===== config.mk =====
export PLATFORM = sky130hd
export DESIGN_NAME = nes_multipad
export DESIGN_NICKNAME = d
export VERILOG_FILES = /design/src/rtl/nes_multipad.sv
export SDC_FILE = /design/constraint.sdc
export NUM_CORES = 1
export LEC_CHECK = 0
export CORE_MARGIN = 2
export CORE_UTILIZATION = 40
export CTS_BUF_LIST = sky130_fd_sc_hd__clkbuf_4 sky130_fd_sc_hd__clkbuf_8
export CTS_CLUSTER_SIZE = 30
export DETAILED_ROUTE_END_ITERATION = 10
export PLACE_DENSITY = 0.62
export SLEW_MARGIN = 0
export SYNTH_ARGS = -nofsm -noshare
export SYNTH_HDL_FRONTEND = slang
export SYNTH_SLANG_ARGS = --single-unit

===== constraint.sdc =====
create_clock -name clk -period 2.7 [get_ports clk]
set_input_delay 0.405 -clock clk [delete_from_list [all_inputs] [get_ports clk]]
set_output_delay 0.405 -clock clk [all_outputs]
set_load 0.01 [all_outputs]

===== src/rtl/nes_multipad.sv =====
// nes_multipad: shared latch/pulse poller for up to eight NES/SNES pads.
// All pads are shifted in parallel. On the last cycle of each bit window
// every pad's synchronised data line is captured, inverted to active-high.
// Once per frame the button state is published with press/release strobes.
module nes_multipad #(
   parameter int NUM_PADS        = 2,
   parameter int BITS            = 8,
   parameter int LATCH_CYCLES    = 1200,
   parameter int HALF_BIT_CYCLES = 600,
   parameter int POLL_CYCLES     = 1666666
) (
   input  logic                     clk,
   input  logic                     reset,
   input  logic                     enable,
   input  logic [NUM_PADS-1:0]      pad_data,
   output logic                     pad_latch,
   output logic                     pad_pulse,
   output logic [NUM_PADS*BITS-1:0] btns,
   output logic [NUM_PADS*BITS-1:0] pressed,
   output logic [NUM_PADS*BITS-1:0] released,
   output logic                     valid,
   output logic                     overrun
);

   localparam int W    = NUM_PADS * BITS;
   localparam int TMAX = (LATCH_CYCLES > HALF_BIT_CYCLES) ? LATCH_CYCLES : HALF_BIT_CYCLES;
   localparam int TW   = (TMAX < 2) ? 1 : $clog2(TMAX + 1);
   localparam int PW   = (POLL_CYCLES < 2) ? 1 : $clog2(POLL_CYCLES);
   localparam int BW   = $clog2(BITS) + 1;

   localparam logic [TW-1:0] LATCH_LAST = TW'(LATCH_CYCLES - 1);
   localparam logic [TW-1:0] HALF_LAST  = TW'(HALF_BIT_CYCLES - 1);
   localparam logic [PW-1:0] POLL_LAST  = PW'(POLL_CYCLES - 1);
   localparam logic [BW-1:0] BIT_LAST   = BW'(BITS - 1);

   typedef enum logic [2:0] {
      S_IDLE,
      S_LATCH,
      S_GAP,
      S_PHI,
      S_PLO,
      S_DONE
   } state_t;

   state_t            state;
   state_t            state_next;
   logic [PW-1:0]     poll_cnt;
   logic              tick;
   logic [TW-1:0]     timer;
   logic [BW-1:0]     bit_idx;
   logic              sample;
   logic [NUM_PADS-1:0] sync0;
   logic [NUM_PADS-1:0] sync1;
   logic [W-1:0]      shreg;

   assign tick = (poll_cnt == POLL_LAST);

   // Free-running frame-rate counter; the wrap cycle is the poll tick.
   // NOTE: sequential state uses non-blocking (<=) so every flop samples pre-edge values.
   always_ff @(posedge clk) begin
      if (reset)      poll_cnt <= '0;
      else if (tick)  poll_cnt <= '0;
      else            poll_cnt <= poll_cnt + 1'b1;
   end

   // FSM state register.
   always_ff @(posedge clk) begin
      if (reset) state <= S_IDLE;
      else       state <= state_next;
   end

   // Next-state logic and the per-bit sample strobe.
   // NOTE: defaults first so no path through the case leaves a signal unassigned (no latch).
   always_comb begin
      state_next = state;
      sample     = 1'b0;
      case (state)
         S_IDLE:  if (tick && enable) state_next = S_LATCH;
         S_LATCH: if (timer == LATCH_LAST) state_next = S_GAP;
         S_GAP: begin
            if (timer == HALF_LAST) begin
               sample     = 1'b1;
               state_next = S_PHI;
            end
         end
         S_PHI:   if (timer == HALF_LAST) state_next = S_PLO;
         S_PLO: begin
            if (timer == HALF_LAST) begin
               sample     = 1'b1;
               state_next = (bit_idx == BIT_LAST) ? S_DONE : S_PHI;
            end
         end
         S_DONE:  state_next = S_IDLE;
         default: state_next = S_IDLE;
      endcase
   end

   // Phase timer restarts on every state change; bit index advances per sample.
   always_ff @(posedge clk) begin
      if (reset || state_next != state) timer <= '0;
      else                              timer <= timer + 1'b1;
      if (reset || state == S_IDLE)     bit_idx <= '0;
      else if (sample)                  bit_idx <= bit_idx + 1'b1;
   end

   // Pad outputs decoded from the next state so they leave flops directly.
   always_ff @(posedge clk) begin
      if (reset) begin
         pad_latch <= 1'b0;
         pad_pulse <= 1'b0;
      end else begin
         pad_latch <= (state_next == S_LATCH);
         pad_pulse <= (state_next == S_PHI);
      end
   end

   // Two-flop synchroniser on each asynchronous pad data line.
   always_ff @(posedge clk) begin
      if (reset) begin
         sync0 <= '1;
         sync1 <= '1;
      end else begin
         sync0 <= pad_data;
         sync1 <= sync0;
      end
   end

   // Capture inverted (active-high) samples at the current bit position.
   always_ff @(posedge clk) begin
      if (reset) begin
         shreg <= '0;
      end else if (sample) begin
         for (int p = 0; p < NUM_PADS; p++) begin
            for (int k = 0; k < BITS; k++) begin
               if (bit_idx == BW'(k)) shreg[p*BITS + k] <= ~sync1[p];
            end
         end
      end
   end

   // Publish the frame: button state, edge strobes and valid, all aligned.
   always_ff @(posedge clk) begin
      if (reset) begin
         btns     <= '0;
         pressed  <= '0;
         released <= '0;
         valid    <= 1'b0;
      end else if (state == S_DONE) begin
         btns     <= shreg;
         pressed  <= shreg & ~btns;
         released <= btns & ~shreg;
         valid    <= 1'b1;
      end else begin
         pressed  <= '0;
         released <= '0;
         valid    <= 1'b0;
      end
   end

   // Sticky flag: a poll tick landed while a frame was still running.
   always_ff @(posedge clk) begin
      if (reset)                          overrun <= 1'b0;
      else if (tick && state != S_IDLE)   overrun <= 1'b1;
   end

endmodule


Word-level counts from Yosys, hierarchy flattened
Index checks and enable logic that the tools add are counted.
W data, S select, Z words.
Storage, ports and cells
  register bits: 111
  input bits: 5
  output and inout bits: 52
Cells by class
  add/sub/neg operators: 3
  equality and inequality tests: 18
  mux-type cells: 10
  bitwise gates (word level): 7
  reductions and logical operators: 18
Operators with widths (number)
  $and A16 B16 Y16: 2
  $not A16 Y16: 2
  $add A21 B1 Y21 const B: 1
  $eq A21 B21 Y1 const B: 1
  $mux W3: 6
  $eq A4 B3 Y1 const B: 4
  $reduce_and A2 Y1: 8
  $pmux W3 S5: 1
  $add A11 B1 Y11 const B: 1
  $eq A11 B10 Y1 const B: 1
  $eq A11 B11 Y1 const B: 1
  $eq A3 B2 Y1 const B: 3
  $eq A4 B2 Y1 const B: 2
  $eq A3 B1 Y1 const B: 2
  $eq A3 B3 Y1 const B: 2
  $reduce_or A2 Y1: 3
  $add A4 B1 Y4 const B: 1
  $eq A4 B1 Y1 const B: 1
  $logic_not A4 Y1: 1
  $logic_not A3 Y1: 1
  $mux W1: 3
  $ne A3 B3 Y1: 1
  $not A1 Y1: 3
  $reduce_bool A3 Y1: 1
  other kinds (2): 4

Longest topological paths before layout
Gate-level depths: netlist (run 1).
  depth in word-level cells: 6
  gate-level depth with buffers: 7
  mapped depth without buffers: 6

Least setup slack after synthesis (run 1)
No wires, ideal clock.
  path type: reg-to-reg
  start point: register poll_cnt[0]
  end point: register poll_cnt[20]
  library setup time: 0.070 ns
  data arrival time: 1.838 ns
  required time: 2.630 ns
  path slack: 0.792 ns
  stages on the path, launching flop included: 7
  buffers on the path: 1
  clock period less this slack: 1.908 ns
  cells stage by stage: dfxtp_1 -> ha_1 -> and4_2 -> buf_4 -> or4b_4 -> or3_1 -> a21oi_1
Between the ends
  cells in the longest elaborated chain, start to end: 2
  elaborated cells on any way between the ends: 3
  those cells by class: add/sub: 1; eq/ne: 1; reduce/logical: 1
RTL lines
  start, declared: RTL line 47  | logic [PW-1:0] poll_cnt;
  start signal, assigned: RTL line 63  | else poll_cnt <= poll_cnt + 1'b1;
  branches (longest 2 deep; another with $add A21 B1 Y21)
Parallel ways; which one is timed is not known.
A chain may end at the register's enable or synchronous reset.

Worst setup path in the final report (run 1)
  start point: register poll_cnt[0]
  end point: register timer[5]
Between the ends
  cells in the longest elaborated chain, start to end: 6
RTL lines
  $eq A21 B21 Y1: RTL line 56  | assign tick = (poll_cnt == POLL_LAST);
  $logic_and A1 B1 Y1: RTL line 78  | S_IDLE: if (tick && enable) state_next = S_LATCH;
  $mux W3: RTL line 78
  $pmux W3 S5: RTL line 77  | case (state)
  $ne A3 B3 Y1: RTL line 100  | if (reset || state_next != state) timer <= '0;
  $logic_or A1 B1 Y1: RTL line 100
  end signal, assigned: RTL line 101  | else timer <= timer + 1'b1;
  end, declared: RTL line 49  | logic [TW-1:0] timer;
Every way passes these cells.

==> results.cfg, run 1 <==
[run_status]
status = complete, no violations

[cells_and_area]
num-nets-final = 516
diodes = 0
area_delta_synth_final_pct = 19.0
drive_above_1_share = 0.0688
final_util = 0.486

[power_and_ir_drop]
pwr-share-clk = 0.364
swShare = 0.233
irDropWorstVdd_mv = 0.239
leakagePower_nw = 1.63
powerDensity_nw_per_um2 = 535
p_int_mw = 2.16
p_switching_mw = 0.656
power_frac_comb = 0.033
seq_power_share = 0.603

[yosys]
ys.flop_type = dfxtp_1
yosysTopAreaCellShare = 0.502
ys_ff_latch = 111
yosysWarningCount = 0
ys_async_sr_fraction = 0
syn_nets = 479
synth.area.top_cells = dfxtp_1, nor3b_1, nand2_1
synth_largest_area_cell = dfxtp_1
synth_cells = 467
synth-edff-count = 0
ys_seq_area_frac = 0.502
synth_area_sq_um = 4430
synth_cell_types = 46
syn_area_per_cell_sq_um = 9.48

[grt]
antenna_found_initial = 0
grt_pass1_vias = 3285
grt-ovfl-total = 0
grt_pass1_wl_mm = 15.6
gr-usage-all-layers = 0.164
grt_max_degree = 45

[placement]
hpwl_mm = 6.46
gp_congestion = 0.834
portBuffers = 56
dp_slack_ns = 0.405

[clock_network]
cts_num_sinks = 111
cts_made_buffers = 9
clockRootBuffer = clkbuf_8
clk_pin_slew_ns = 0.11
post_cts_buffers = 0
clk_latency_ns = 0.38
ctsHoldBuffers = 0
cts_buffer_depth = 2
cts_tree = yes
htreeDepth = 3
cts_resized = 0

[worst_setup_path]
endpoint_kind = register
startpoint_type = register
crit_type = reg2reg
slowest_delay_ns = 0.94
slowest_stage = o21ai_0
cp_data_arrival_time_ns = 2.50
critical_path_required_ns = 2.91
path_cells = ha_1 > and4b_1 > nand4_1 > o21ai_0 > a211oi_1
path_delay_family = compound AO/OA/AOI/OAI gates
cp_max_fo = 11
critPathBufInv = 0

[drt]
via_count = 3504
wirelength_mm = 9.24
wl_per_cell_microns = 14.2
drc_errors = 0
dr.pass1.iters = 4
drt_iter0_drc = 138
ant_nets = 0
via_per_inst = 5.40

[timing]
setup_violations = 0
finalMaxSlewViolations = 0
skew_ns = 0.0129
worst_pin_slew_ns = 1.21
hold_viol = 0
finalCriticalPeriod_ns = 2.29
fin_crit_sh = 0.849
rsz0062_at_grt = no
worst_slack_ns = 0.407
timing.fmax_mhz = 436
maxSlewHeadroom = 0.188
tns_ns = 0

[floorplan]
core_area_sq_um = 10800
io_pins = 57
fp.dieH_microns = 109
die-area_sq_um = 11900
start_util = 0.408
die_w_microns = 109
rows = 38

[flow_run]
cap_viol_max_count = 0

[min_path]
min_path_type = reg2reg
==> worst reg2reg max path, cell delays in order (launching register included) <==
cell and delay [ns]:
dfxtp_1 0.41, ha_1 0.20, and4b_1 0.27, nand4_1 0.11, o21ai_0 0.94, a211oi_1 0.20
==> stage by stage <==
step                power, mW  instances  area (sq um)  hold slack (ns)
floorplan                1.80        467          4430            0.389
global placement         1.83        633          5060            0.400
detailed placement       1.83        633          5060            0.404
CTS                      2.85        649          5270            0.425
global route             2.93        649          5270            0.441
finish                   2.82        649          5270            0.422
==> layer usage <==
| metal | vias up | GRT usage | part of all wire |
|---|---|---|---|
| met5 | - | 0 | 0 |
| met4 | 0 | 0.0579 | 0.018 |
| met3 | 14 | 0.0371 | 0.037 |
| met2 | 53 | 0.284 | 0.48 |
| met1 | 1664 | 0.201 | 0.46 |
| li1 | 1773 | - | - |
==> synthesized netlist by cell type, types with 2 or more instances <==
cell	count
or3_1	5
and4b_1	2
nand3_2	2
and2_1	7
clkbuf_1	24
nand3_1	13
xnor2_1	9
and3_1	5
inv_1	10
xor2_1	12
buf_1	2
and4_1	4
buf_2	9
dfxtp_1	111
a41oi_1	16
nand2_1	46
nor3_1	6
ha_1	7
nor3b_1	32
o31ai_1	5
a211oi_1	15
or2_2	6
nor4_1	3
buf_4	2
nor2b_1	2
nor2_1	20
nand4_1	12
or4_1	6
a31oi_1	3
a311oi_1	14
a21oi_1	33
o21ai_0	10
==> final cells by class <==
type | count | area (sq um)
clock buffers | 10 | 131
clock inverters | 6 | 76.3
fillers | 1074 | 5570
inverters | 10 | 37.5
multi-input cells | 308 | 2010
flip-flops and latches | 111 | 2220
well taps | 140 | 175
repair buffers | 64 | 621
==> power by group through the flow <==
stage | Clock [mW] | Combinational [mW] | Sequential (mW)
after floorplan | 0 | 0.0737 | 1.73
after global placement | 0 | 0.0896 | 1.74
after CTS | 1.05 | 0.0933 | 1.70
final | 1.03 | 0.0920 | 1.70
after global routing | 1.11 | 0.109 | 1.70
after detailed placement | 0 | 0.0927 | 1.74
==> placed cells by master, fill, tap and decap left out, types with 6 or more instances in the layout <==
cell	n
or4_1	6
ha_1	7
and2_1	7
nor2_1	20
nand2_1	46
or2_2	6
clkbuf_8	9
xor2_1	12
nand4_1	12
clkdlybuf4s50_1	56
a211oi_1	15
a21oi_1	33
nor3_1	6
nand3_1	13
inv_1	10
o21ai_0	9
xnor2_1	9
a311oi_1	14
dfxtp_1	111
nor3b_1	32
buf_4	8
a41oi_1	16
==> registers in the layout, indices dropped and copies added, names as in the netlist <==
register   cells
state          3
poll_cnt      21
sync1          2
pad_latch      1
sync0          2
btns          16
overrun        1
shreg         16
pressed       16
bit_idx        4
pad_pulse      1
timer         11
released      16
valid          1
==> cell families (layout without fill, tap and decap cells) <==
kind of cell / count (synthesis) / after routing / synth area share
DFF: 111 / 111 / 0.502
adders and majority gates: 7 / 7 / 0.0198
buffers and inverters: 48 / 90 / 0.0452
AOI/OAI and AO/OA: 102 / 102 / 0.157
and+or+nand+nor: 178 / 178 / 0.234
xor gates and xnor gates: 21 / 21 / 0.0415
==> final timing paths <==
| check | from | end | slack, ns | depth (start not counted) |
|---|---|---|---|---|
| hold reg to reg | sync0[1] | sync1[1] | 0.42 | 1 |
| setup reg to reg | poll_cnt[0] | timer[5] | 0.41 | 5 |
| setup / recovery | poll_cnt[0] | timer[5] | 0.41 | 5 |
| hold / removal | sync0[1] | sync1[1] | 0.42 | 1 |
Power figures use the tool's default switching activity.
==> inputs of run 2 (changes only) <==
==> constraint.sdc (replaced) <==
create_clock -name clk -period 2.2 [get_ports clk]
set_input_delay 0.33 -clock clk [delete_from_list [all_inputs] [get_ports clk]]
set_output_delay 0.33 -clock clk [all_outputs]
set_load 0.01 [all_outputs]
==> run 2 against run 1 <==
Effect of this change:
- global-route usage decreased by 0.20 points
- clock power increased by 21%
- cell count increased by 0.77%
- count of clock-buffer cells in the layout unchanged
- clock skew decreased by 0.0066 ns
- highest routed layer unchanged
==> results.cfg, run 2 (synthesis gave the netlist of run 1 again) <==
[run_status]
status = complete, no violations

[placement]
hpwl_mm = 6.49
gp_congestion = 0.875
portBuffers = 56
dp_slack_ns = 0.0458

[floorplan]
start_util = 0.408
die_w_microns = 109
rows = 38
fp.dieH_microns = 109
core_area_sq_um = 10800
io_pins = 57
die-area_sq_um = 11900

[worst_setup_path]
cp_data_arrival_time_ns = 2.33
critPathBufInv = 0
path_cells = ha_1 > and4_2 > or4b_4 > or3_1 > a21oi_1
r2r_cells = 5
r2r-start = poll_cnt[0]
setup.worst_path.start = poll_cnt[0]
crit_type = reg2reg
slowest_stage = or4b_4
critical_path_required_ns = 2.51
endpoint_kind = register
reg2reg_slack_ns = 0.17
r2r-end = poll_cnt[20]
startpoint_type = register
crit_end = poll_cnt[20]
cp_max_fo = 6
slowest_delay_ns = 0.51
path_delay_family = simple AND/OR/NAND/NOR gates
path_depth = 5

[cells_and_area]
layout_commonest_cell = dfxtp_1
area_delta_synth_final_pct = 20.2
diodes = 0
drive_above_1_share = 0.0817
seqCellArea_sq_um = 2220
multi_input_area_sq_um = 2010
final_util = 0.491
largest-register = poll_cnt
largest_register_ffs = 21
final_cell_mix = dfxtp_1, clkdlybuf4s50_1, nand2_1
fill_cells = 1044
num-nets-final = 521

[timing]
rsz0062_at_grt = no
skew_ns = 0.00631
maxSlewHeadroom = 0.596
worst_slack_ns = 0.175
hold_viol = 0
fin_crit_sh = 0.921
tns_ns = 0
holdWs_ns = 0.421
worst_pin_slew_ns = 0.604
setup_violations = 0
finalMaxSlewViolations = 0
finalCriticalPeriod_ns = 2.03
timing.fmax_mhz = 494

[power_and_ir_drop]
leakagePower_nw = 1.67
power_mw = 3.45
irDropWorstVdd_mv = 0.266
powerDensity_nw_per_um2 = 648

[min_path]
min_path_type = reg2reg

[drt]
via_count = 3589
drt_iter0_drc = 180
wirelength_mm = 9.16
via_per_inst = 5.49
wl_per_cell_microns = 14.0
drc_errors = 0
dr.pass1.iters = 4
ant_nets = 0

[clock_network]
cts_made_buffers = 9
clockRootBuffer = clkbuf_8
cts_num_sinks = 111
post_cts_buffers = 0
cts_tree = yes
cts_resized = 0
clk_latency_ns = 0.37
clk_pin_slew_ns = 0.10
htreeDepth = 3
ctsHoldBuffers = 0
cts_buffer_depth = 2

[grt]
grt_pass1_vias = 3308
grt_pass1_wl_mm = 15.5
gr-usage-all-layers = 0.162
grt_max_degree = 37
grt-ovfl-total = 0
antenna_found_initial = 0

[flow_run]
cap_viol_max_count = 0
run 2: changes by cell type in the layout (fill, tap and decap cells not counted):
cell	change
clkinv_2	+2
clkbuf_4	-1
and3_1	-1
clkinv_4	-2
inv_8	-1
buf_4	+4
a21oi_1	-1
clkbuf_8	+1
and3_4	+1
inv_6	+1
a21oi_2	+1
buf_12	+1
run 2: worst min path at each step:
stage                         from       end  slack, ns  depth (start not counted)
after CTS                 sync0[0]  sync1[0]       0.43                          1
after detailed placement  sync0[0]  sync1[0]       0.40                          1
after floorplan           sync0[0]  sync1[0]       0.39                          1
after global placement    sync0[0]  sync1[0]       0.40                          1
final                     sync0[0]  sync1[0]       0.42                          1
after global routing      sync0[0]  sync1[0]       0.44                          1
run 2: metal layers:
metal / routed length [microns] / part of all wire / vias to the layer above / track usage
li1: - / - / 1792 / -
met4: 189 / 0.021 / 0 / 0.0732
met3: 406 / 0.044 / 19 / 0.0359
met2: 4490 / 0.49 / 80 / 0.273
met5: 0 / 0 / - / 0
met1: 4070 / 0.44 / 1698 / 0.198
run 2: cell type report:
| type | instances | share of cell area |
|---|---|---|
| clock buffer | 10 | 0.0259 |
| clock inverter | 6 | 0.0125 |
| inverter | 10 | 0.00705 |
| multi-input combinational | 308 | 0.378 |
| sequential | 111 | 0.417 |
| tap | 140 | 0.0329 |
| timing repair buffer | 69 | 0.126 |
run 2: through the flow:
stage	std cells	area, sq um
after floorplan	467	4430
after global placement	638	5110
after detailed placement	638	5110
after CTS	654	5320
after global routing	654	5320
final	654	5320
run 2: power breakdown:
part	switching (mW)	total (mW)	internal, mW
Combinational	0.0602	0.114	0.0536
Sequential	0.0415	2.09	2.04
Clock	0.685	1.25	0.564
Total	0.787	3.45	2.66
==> inputs of run 3 (changes only) <==
--- a/config.mk
+++ b/config.mk
@@ -10,6 +10,7 @@
 export CTS_BUF_LIST = sky130_fd_sc_hd__clkbuf_4 sky130_fd_sc_hd__clkbuf_8
 export CTS_CLUSTER_SIZE = 30
 export DETAILED_ROUTE_END_ITERATION = 10
+export MAX_ROUTING_LAYER = met4
 export PLACE_DENSITY = 0.62
 export SLEW_MARGIN = 0
 export SYNTH_ARGS = -nofsm -noshare
==> run 3 against run 2 <==
Effect of this change:
- cell area unchanged
- register-to-register slack about the same
- global-route usage increased by 0.46 points
- total power decreased by 0.13%
- via count increased by 0.59%
- sequential cell count unchanged
- largest cell class unchanged
- largest power group unchanged
==> results.cfg, run 3 (synthesis gave the netlist of run 1 again) <==
[timing]
timing.fmax_mhz = 494
worst_slack_ns = 0.176
rsz0062_at_grt = no
setup_violations = 0
finalMaxSlewViolations = 0
tns_ns = 0
fin_crit_sh = 0.920
maxSlewHeadroom = 0.593
finalCriticalPeriod_ns = 2.02
hold_viol = 0
worst_pin_slew_ns = 0.608
skew_ns = 0.00747

[drt]
via_per_inst = 5.52
drt_iter0_drc = 208
wl_per_cell_microns = 14.0
ant_nets = 0
wirelength_mm = 9.18
drc_errors = 0
via_count = 3610
dr.pass1.iters = 4

[power_and_ir_drop]
p_int_mw = 2.66
p_switching_mw = 0.782
leakagePower_nw = 1.67
seq_power_share = 0.605
powerDensity_nw_per_um2 = 647
swShare = 0.227
pwr-share-clk = 0.362
power_frac_comb = 0.033
irDropWorstVdd_mv = 0.266

[grt]
grt_pass1_wl_mm = 15.5
grt_max_degree = 37
antenna_found_initial = 0
gr-usage-all-layers = 0.167
grt_pass1_vias = 3313
grt-ovfl-total = 0

[floorplan]
fp.dieH_microns = 109
die_w_microns = 109
die-area_sq_um = 11900
start_util = 0.408
io_pins = 57
rows = 38
core_area_sq_um = 10800

[clock_network]
clk_pin_slew_ns = 0.10
cts_num_sinks = 111
clockRootBuffer = clkbuf_8
clk_latency_ns = 0.37
cts_tree = yes
cts_made_buffers = 9
htreeDepth = 3
cts_buffer_depth = 2
ctsHoldBuffers = 0

[cells_and_area]
drive_above_1_share = 0.0817
layout_commonest_cell = dfxtp_1
largest-register = poll_cnt
largest_register_ffs = 21
fill_cells = 1044
num-nets-final = 521
diodes = 0
final_cell_mix = dfxtp_1, clkdlybuf4s50_1, nand2_1
area_delta_synth_final_pct = 20.2

[worst_setup_path]
crit_type = reg2reg
endpoint_kind = register
cp_data_arrival_time_ns = 2.33
slowest_stage = or4b_4
critical_path_required_ns = 2.51
cp_max_fo = 6
path_delay_family = simple AND/OR/NAND/NOR gates
path_cells = ha_1 > and4_2 > or4b_4 > or3_1 > a21oi_1
path_depth = 5
slowest_delay_ns = 0.51
critPathBufInv = 0
startpoint_type = register
r2r_cells = 5

[placement]
hpwl_mm = 6.49
dp_slack_ns = 0.0458
gp_congestion = 0.890
portBuffers = 56

[run_status]
status = complete, no violations

[flow_run]
cap_viol_max_count = 0

[min_path]
min_path_type = reg2reg
holdPathStages = 1
==> run 3: layer usage <==
layer,share of wire,GRT usage,vias to the layer above
li1,-,-,1789
met1,0.43,0.199,1713
met2,0.49,0.272,87
met3,0.051,0.0359,21
met4,0.023,0.0732,0
met5,0,-,-
==> run 3: final cells by class <==
class | count | area [sq um] | area share
sequential | 111 | 2220 | 0.417
multi-input combinational | 308 | 2010 | 0.378
timing repair buffer | 69 | 671 | 0.126
tap | 140 | 175 | 0.0329
clock buffer | 10 | 138 | 0.0259
clock inverter | 6 | 66.3 | 0.0125
inverter | 10 | 37.5 | 0.00705
==> run 3: worst paths after layout <==
| kind | start | end | slack [ns] |
|---|---|---|---|
| min reg2reg | sync0[0] | sync1[0] | 0.42 |
| min | sync0[0] | sync1[0] | 0.42 |
| max reg2reg | poll_cnt[0] | poll_cnt[20] | 0.18 |
| max | poll_cnt[0] | poll_cnt[20] | 0.18 |
==> run 3: what timing repair did <==
action | 4_1_cts | 5_1_grt
gates resized for setup | 0 | 3
endpoints found under the setup margin | 0 | 26
endpoints found under the hold margin | 0 | 0
buffers inserted | 0 | 0
==> run 3: power groups by stage <==
stage / Sequential (mW) / Clock (mW) / Combinational, mW
after floorplan: 2.12 / 0 / 0.0904
after global placement: 2.13 / 0 / 0.110
after detailed placement: 2.13 / 0 / 0.114
after CTS: 2.09 / 1.28 / 0.114
after global routing: 2.09 / 1.36 / 0.125
final: 2.08 / 1.25 / 0.114
==> run 3: stage by stage <==
stage                     utilization  hold WS, ns  std cells  cell area (sq um)  total power [mW]
after floorplan                     -        0.389        467               4430              2.21
after global placement          0.471        0.397        638               5110              2.24
after detailed placement        0.471        0.397        638               5110              2.25
after CTS                       0.490        0.426        654               5320              3.48
after global routing            0.491        0.443        654               5320              3.58
final                           0.491        0.421        654               5320              3.44
